### config.mk
export PLATFORM = sky130hd
export DESIGN_NAME = dir_cmd_gen
export DESIGN_NICKNAME = d
export VERILOG_FILES = /design/src/rtl/dir_cmd_gen.sv
export SDC_FILE = /design/constraint.sdc
export NUM_CORES = 1
export LEC_CHECK = 0
export CAP_MARGIN = 30
export CELL_PAD_IN_SITES_DETAIL_PLACEMENT = 0
export CELL_PAD_IN_SITES_GLOBAL_PLACEMENT = 2
export CORE_ASPECT_RATIO = 1.25
export CORE_MARGIN = 2
export CORE_UTILIZATION = 41
export CTS_CLUSTER_SIZE = 28
export DETAILED_ROUTE_END_ITERATION = 16
export HOLD_SLACK_MARGIN = 0.05
export PLACE_DENSITY_LB_ADDON = 0.15
export SLEW_MARGIN = 20
export SYNTH_ARGS = -nofsm -noshare
export SYNTH_HDL_FRONTEND = slang
export SYNTH_SLANG_ARGS = --single-unit
export TNS_END_PERCENT = 50
### constraint.sdc
create_clock -name Clk -period 4.3 [get_ports Clk]
set_clock_uncertainty 0.05 [all_clocks]
set_input_delay 0.86 -clock Clk [delete_from_list [all_inputs] [get_ports Clk]]
set_output_delay 0.86 -clock Clk [all_outputs]
set_load 0.05 [all_outputs]
### src/rtl/dir_cmd_gen.sv
// Direction command generator for the 2048 game FSM.
// Four raw push-buttons are synchronised, debounced and edge-detected.
// Each physical press becomes one single-cycle direction pulse,
// issued only while the game FSM reports it is waiting for a move.
module dir_cmd_gen #(
    parameter int DEBOUNCE_CYCLES = 500000,
    parameter int CNT_W           = 20
) (
    input  logic Clk,
    input  logic Reset,
    input  logic BtnU,
    input  logic BtnD,
    input  logic BtnL,
    input  logic BtnR,
    input  logic ready,
    output logic up,
    output logic down,
    output logic left,
    output logic right,
    output logic busy
);

    localparam logic [1:0] S_IDLE    = 2'd0;
    localparam logic [1:0] S_ISSUE   = 2'd1;
    localparam logic [1:0] S_RELEASE = 2'd2;

    localparam logic [CNT_W-1:0] CNT_MAX = CNT_W'(DEBOUNCE_CYCLES - 1);

    // Button index order: 0 = up, 1 = down, 2 = left, 3 = right.
    // Lower index wins arbitration.
    logic [3:0] raw;
    assign raw = {BtnR, BtnL, BtnD, BtnU};

    logic [3:0]       sync1_q, sync1_d;
    logic [3:0]       sync2_q, sync2_d;
    logic [3:0]       db_q, db_d;
    logic [3:0]       db_dly_q, db_dly_d;
    logic [CNT_W-1:0] cnt_q [4];
    logic [CNT_W-1:0] cnt_d [4];
    logic [3:0]       pending_q, pending_d;
    logic [1:0]       state_q, state_d;
    logic [1:0]       dir_q, dir_d;

    logic [3:0]       rise;
    assign rise = db_q & ~db_dly_q;

    // Synchroniser chain, debounce counters and level delay for edge detect.
    always_comb begin
        sync1_d  = raw;
        sync2_d  = sync1_q;
        db_d     = db_q;
        db_dly_d = db_q;
        for (int i = 0; i < 4; i++) begin
            cnt_d[i] = cnt_q[i];
            if (sync2_q[i] == db_q[i]) begin
                cnt_d[i] = '0;
            end else if (cnt_q[i] == CNT_MAX) begin
                db_d[i]  = sync2_q[i];
                cnt_d[i] = '0;
            end else begin
                cnt_d[i] = cnt_q[i] + 1'b1;
            end
        end
    end

    // Press capture and issue FSM: rises are only collected while idle,
    // and lower-priority simultaneous presses are dropped on issue.
    always_comb begin
        state_d   = state_q;
        dir_d     = dir_q;
        pending_d = pending_q;
        case (state_q)
            S_IDLE: begin
                pending_d = pending_q | rise;
                if (ready && (pending_q != 4'b0000)) begin
                    if (pending_q[0])      dir_d = 2'd0;
                    else if (pending_q[1]) dir_d = 2'd1;
                    else if (pending_q[2]) dir_d = 2'd2;
                    else                   dir_d = 2'd3;
                    state_d = S_ISSUE;
                end
            end
            S_ISSUE: begin
                pending_d = 4'b0000;
                state_d   = S_RELEASE;
            end
            S_RELEASE: begin
                if (db_q == 4'b0000) begin
                    state_d = S_IDLE;
                end
            end
            default: begin
                pending_d = 4'b0000;
                state_d   = S_IDLE;
            end
        endcase
    end

    // State registers; reset wins over every other update at the same edge.
    always_ff @(posedge Clk) begin
        if (Reset) begin
            sync1_q   <= '0;
            sync2_q   <= '0;
            db_q      <= '0;
            db_dly_q  <= '0;
            pending_q <= '0;
            state_q   <= S_IDLE;
            dir_q     <= '0;
            for (int i = 0; i < 4; i++) begin
                cnt_q[i] <= '0;
            end
        end else begin
            sync1_q   <= sync1_d;
            sync2_q   <= sync2_d;
            db_q      <= db_d;
            db_dly_q  <= db_dly_d;
            pending_q <= pending_d;
            state_q   <= state_d;
            dir_q     <= dir_d;
            for (int i = 0; i < 4; i++) begin
                cnt_q[i] <= cnt_d[i];
            end
        end
    end

    // Moore output decode from registered state and latched direction.
    always_comb begin
        up    = (state_q == S_ISSUE) && (dir_q == 2'd0);
        down  = (state_q == S_ISSUE) && (dir_q == 2'd1);
        left  = (state_q == S_ISSUE) && (dir_q == 2'd2);
        right = (state_q == S_ISSUE) && (dir_q == 2'd3);
        busy  = (state_q == S_ISSUE) || (state_q == S_RELEASE);
    end

endmodule

== Word level (Yosys, flattened, before mapping) ==
Memories as Yosys holds them, arrays and structs flattened.
Cells that the tools add are included.

* Reductions and logical operators: 16
* Mux-type cells: 22
* Add/subtract/negate cells: 4
* Bitwise operators: 11
* Equal/unequal tests: 15

{| class="wikitable"
|+ Operator list
! cell !! count
|-
| two-way mux 20 bit || 12
|-
| adder 20 x 1 -> 20 bit (second input constant) || 4
|-
| == test 20 x 19 -> 1 bit (second input constant) || 4
|-
| AND reduction 2 bit || 6
|-
| two-way mux 2 bit || 4
|-
| one-hot mux 4 bit (2 select lines) || 1
|-
| == test 2 bit (second input constant) || 3
|-
| one-hot mux 2 bit (3 select lines) || 1
|-
| logical AND 1 bit || 5
|-
| bitwise AND 4 bit || 1
|-
| == test 1 bit || 4
|-
| == test 2 x 1 -> 1 bit (second input constant) || 2
|-
| zero test 2 bit || 2
|-
| zero test 4 bit || 1
|-
| two-way mux 1 bit || 4
|-
| inequality test 2 bit (second input constant) || 2
|-
| inverter 1 bit || 4
|-
| inverter 4 bit || 1
|-
| bitwise OR 1 bit || 4
|-
| bitwise OR 4 bit || 1
|-
| nonzero test 4 bit || 1
|-
| logical OR 1 bit || 1
|}

* Register bits: 24
* Memories kept: 1
* Memory bits (writable): 80
* Output and inout bits: 5

{| class="wikitable"
|+ Memories
! memory !! words !! bits a word !! read ports !! clocked after Yosys merged registers in !! wr ports !! line !! RTL
|-
| cnt_q || 4 || 20 || 4 || 0 || 4 || 38 || <nowiki>logic [CNT_W-1:0] cnt_q [4];</nowiki>
|}

== Depth between registers and ports, before layout ==
An unclocked memory read counts as a cell.

* Depth in word-level cells: 5
* Mapped depth: 7
* Mapped depth without buffers: 6

== Worst setup path after synthesis ==
No wires, ideal clock.

* Path kind: register to output
* From: register state_q[1]
* To: output up
* Arrival time: 1.728 ns
* Data required time: 3.390 ns
* Cell stages (with the launch flop): 4
* Setup slack: 1.662 ns
* Cells stage by stage: dfxtp_1 > inv_1 > ha_1 > nor3b_1

* Cells in the longest elaborated chain, start to end: 2

{| class="wikitable"
|+ Ends and longest elaborated chain
! item !! line !! RTL
|-
| start: declaration || 41 || <nowiki>logic [1:0] state_q, state_d;</nowiki>
|-
| start signal: assignment || 118 || <nowiki>state_q <= state_d;</nowiki>
|-
| == test 2 x 1 -> 1 bit || 128 || <nowiki>up = (state_q == S_ISSUE) && (dir_q == 2'd0);</nowiki>
|-
| logical AND 1 bit || 128 ||
|-
| end: declaration || 16 || <nowiki>output logic up,</nowiki>
|}

No other way between the ends.

== Final worst setup path ==
Same ends and word-level chain as after synthesis.

==> run_results.csv <==
group,metric,value,unit
status,status,"finished clean",
clock_network,cts_tree,"built",
die,rows,42,
clock_network,clock_latency,0.34,ns
power,vdd_drop_max,0.207,mV
placement,place_inst,645,
timing,grt_setup_unrepaired,"false",
timing,finalSetupTns,0,ns
synth,synth-xor-area-share,10.8,%
final_layout,postLayoutCoreUtil,47.5,%
timing,period_needed,2.91,ns
die,start_util,42.5,%
final_layout,final_common_cell,"dfxtp_1",
clock_network,cts_max_level,3,
setup_path,path_class,"reg2out",
synth,synth_cell_type_count,43,
drt,via_per_inst,5.33,
clock_network,clock-root-buffer,"clkbuf_16",
final_layout,layout.nets,538,
power,finalPower,1.81,mW
timing,setup_violations,0,
power,switching_share,20.0,%
final_layout,final_layout_size_suffix_gt1_share,6.05,%
synth,synth_compound_area_share,7.40,%
synth,synthFlopType,"dfxtp_1",
global_route,gr-total-overflow,0,
synth,synth_top_family_by_area,"simple AND/OR/NAND/NOR gates",
final_layout,nFillCells,1057,
synth,syn_avg_cell_area,8.80,um^2
die,die_width,98.0,um
final_layout,fin_cells,661,
power,combPwrFrac,1.3,%
clock_network,cts_resized,0,
timing,tightestPinTransition,0.834,ns
power,p_int,1.44,mW
power,power_per_cell_area,357,nW/um^2
synth,seq_area_frac_synth,46.0,%
synth,syn_area,4530,um^2
synth,ys_warn_count,0,
setup_path,cp_data_arrival_time,2.00,ns
synth,synth_simple_gate_area_share,30.7,%
setup_path,endpoint_kind,"output pin",
drt,routedWlPerCell,13.0,um
clock_network,cts.sinks,104,
synth,ys_seq_elements,104,
power,seqPwrFrac,53.7,%
clock_network,cts-buffers-inserted,9,
global_route,grt_antenna_before_repair,0,
synth,synthArstFlopShare,0,%
clock_network,postCtsHoldBufs,0,
setup_path,crit_path_max_incr_delay,0.83,ns
timing,setup_ws,1.39,ns
synth,synthMuxAreaShare,0.221,%
setup_path,cp_max_fo,5,
timing,fmax,0.343,GHz
setup_path,path_cells,"inv_1 > ha_1 > nor3b_1 > clkdlybuf4s50_1",
placement,dp_hpwl,5.93,mm
setup_path,path_delay_family,"buffers and inverters",
timing,finalCritPeriodShare,67.8,%
setup_path,cp.required,3.39,ns
drt,vias,3524,
setup_path,cpMaxStageDelayCell,"clkdlybuf4s50_1",
final_layout,n_antenna_cell,0,
global_route,grt_max_degree,27,
timing,whs,0.387,ns
timing,hold_viol,0,
drt,routed_wl,8.57,mm
power,p_sw,0.362,mW
worst_hold_path,hp-class,"reg2reg",
global_route,grt_usage,15.3,%
setup_path,critical_path.startpoint_type,"register",
synth,syn_nets,529,
drt,post-route-drc-count,0,
synth,synth_cells,515,
die,core-area,10700,um^2
run,cap_violations,0,
final_layout,final_area,5070,um^2
power,p_clk_share,45.0,%
placement,preCtsSetupSlack,1.53,ns
drt,drt_iter0_markers,82,
global_route,grt_pass1_wl,15.0,mm
global_route,grt_pass1_vias,3319,
drt,postRouteAntennaNets,0,
die,die_h,122,um
placement,dpl-instance-area,4770,um^2
die,die-area,11900,um^2
placement,port_buffers,11,
clock_network,cts_buffer_depth,2,
synth,yosys.area_share.adder,1.93,%
synth,synth_edf_count,0,
timing,slew_violations,0,
clock_network,post_cts_buffers,0,
timing,slew_headroom,44.2,%
die,io_pins,12,
power,p_leak,1.56,nW
placement,place_congestion,0.744,
drt,dr.pass1.iters,4,
setup_path,critPathBufInv,2,
final_layout,area_growth,11.8,%
final_layout,most-common-layout-cells,"dfxtp_1 (104), nor2_1 (73), nand4_1 (31)",
clock_network,clk_pin_slew,0.07,ns
==> layout make-up <==
class	instances	area, um^2	area share (%)
repair buffers	15	140	2.77
inverters	17	63.8	1.26
clock inverters	5	56.3	1.11
flip-flops and latches	104	2080	41.1
clock buffers	11	243	4.79
multi-input cells	377	2320	45.7
well taps	132	165	3.26
==> cell usage after synthesis (3+ instances only) <==
master / count / area [um^2]
a21oi_1: 27 / 135
nor4_1: 10 / 62.6
ha_1: 7 / 87.6
and3_1: 7 / 43.8
nor2_1: 73 / 274
or4_4: 3 / 33.8
nor2b_1: 14 / 87.6
and4_1: 11 / 96.3
o21ai_0: 24 / 120
nor3b_1: 4 / 30.0
or3_1: 17 / 106
nand2_1: 26 / 97.6
nor3_1: 8 / 40.0
nand3_1: 25 / 125
nor4b_1: 5 / 43.8
dfxtp_1: 104 / 2080
xor2_1: 28 / 245
xnor2_1: 28 / 245
or4_1: 5 / 37.5
inv_1: 17 / 63.8
buf_2: 4 / 20.0
clkbuf_1: 13 / 48.8
nand4_1: 31 / 194
==> registers in the layout (all words and copies together), names as in the netlist <==
register,cells
sync1_q,4
db_dly_d,4
cnt_q,80
dir_q,2
state_q,2
pending_q,4
db_dly_q,4
sync2_q,4
==> power groups by stage <==
stage / clock network, mW / registers (mW) / logic (mW)
after global placement: 0 / 0.992 / 0.0240
final: 0.813 / 0.970 / 0.0235
after floorplan: 0 / 0.991 / 0.0143
after CTS: 0.837 / 0.970 / 0.0242
after global routing: 0.879 / 0.970 / 0.0264
after detailed placement: 0 / 0.992 / 0.0242
==> metal layers <==
metal	vias up	share of wire, %	wire length [um]	global-route usage [%]
li1	1842	-	-	-
met2	14	48	4120	25.9
met1	1657	49	4180	19.2
met5	-	0	0	0
met4	0	1.9	165	6.77
met3	11	1.2	107	2.52
==> cell families (layout without fill, tap and decap cells) <==
family                   Yosys count  in the layout
multiplexers                       1              1
buffers and inverters             34             48
XOR/XNOR                          56             56
AND/OR/NAND/NOR                  252            252
adder cells (fa/ha/maj)            7              7
AO/OA/AOI/OAI                     61             61
flip-flops                       104            104
==> path summary, 6_finish.rpt <==
kind	to	depth (start not counted)	slack, ns	from
min	sync2_q[2]	1	0.39	sync1_q[2]
min reg2reg	sync2_q[2]	1	0.39	sync1_q[2]
max	up	4	1.39	state_q[1]
max reg2reg	cnt_q[0][18]	5	2.18	cnt_q[0][0]
Note: power is estimated with default switching activity, not from simulation.
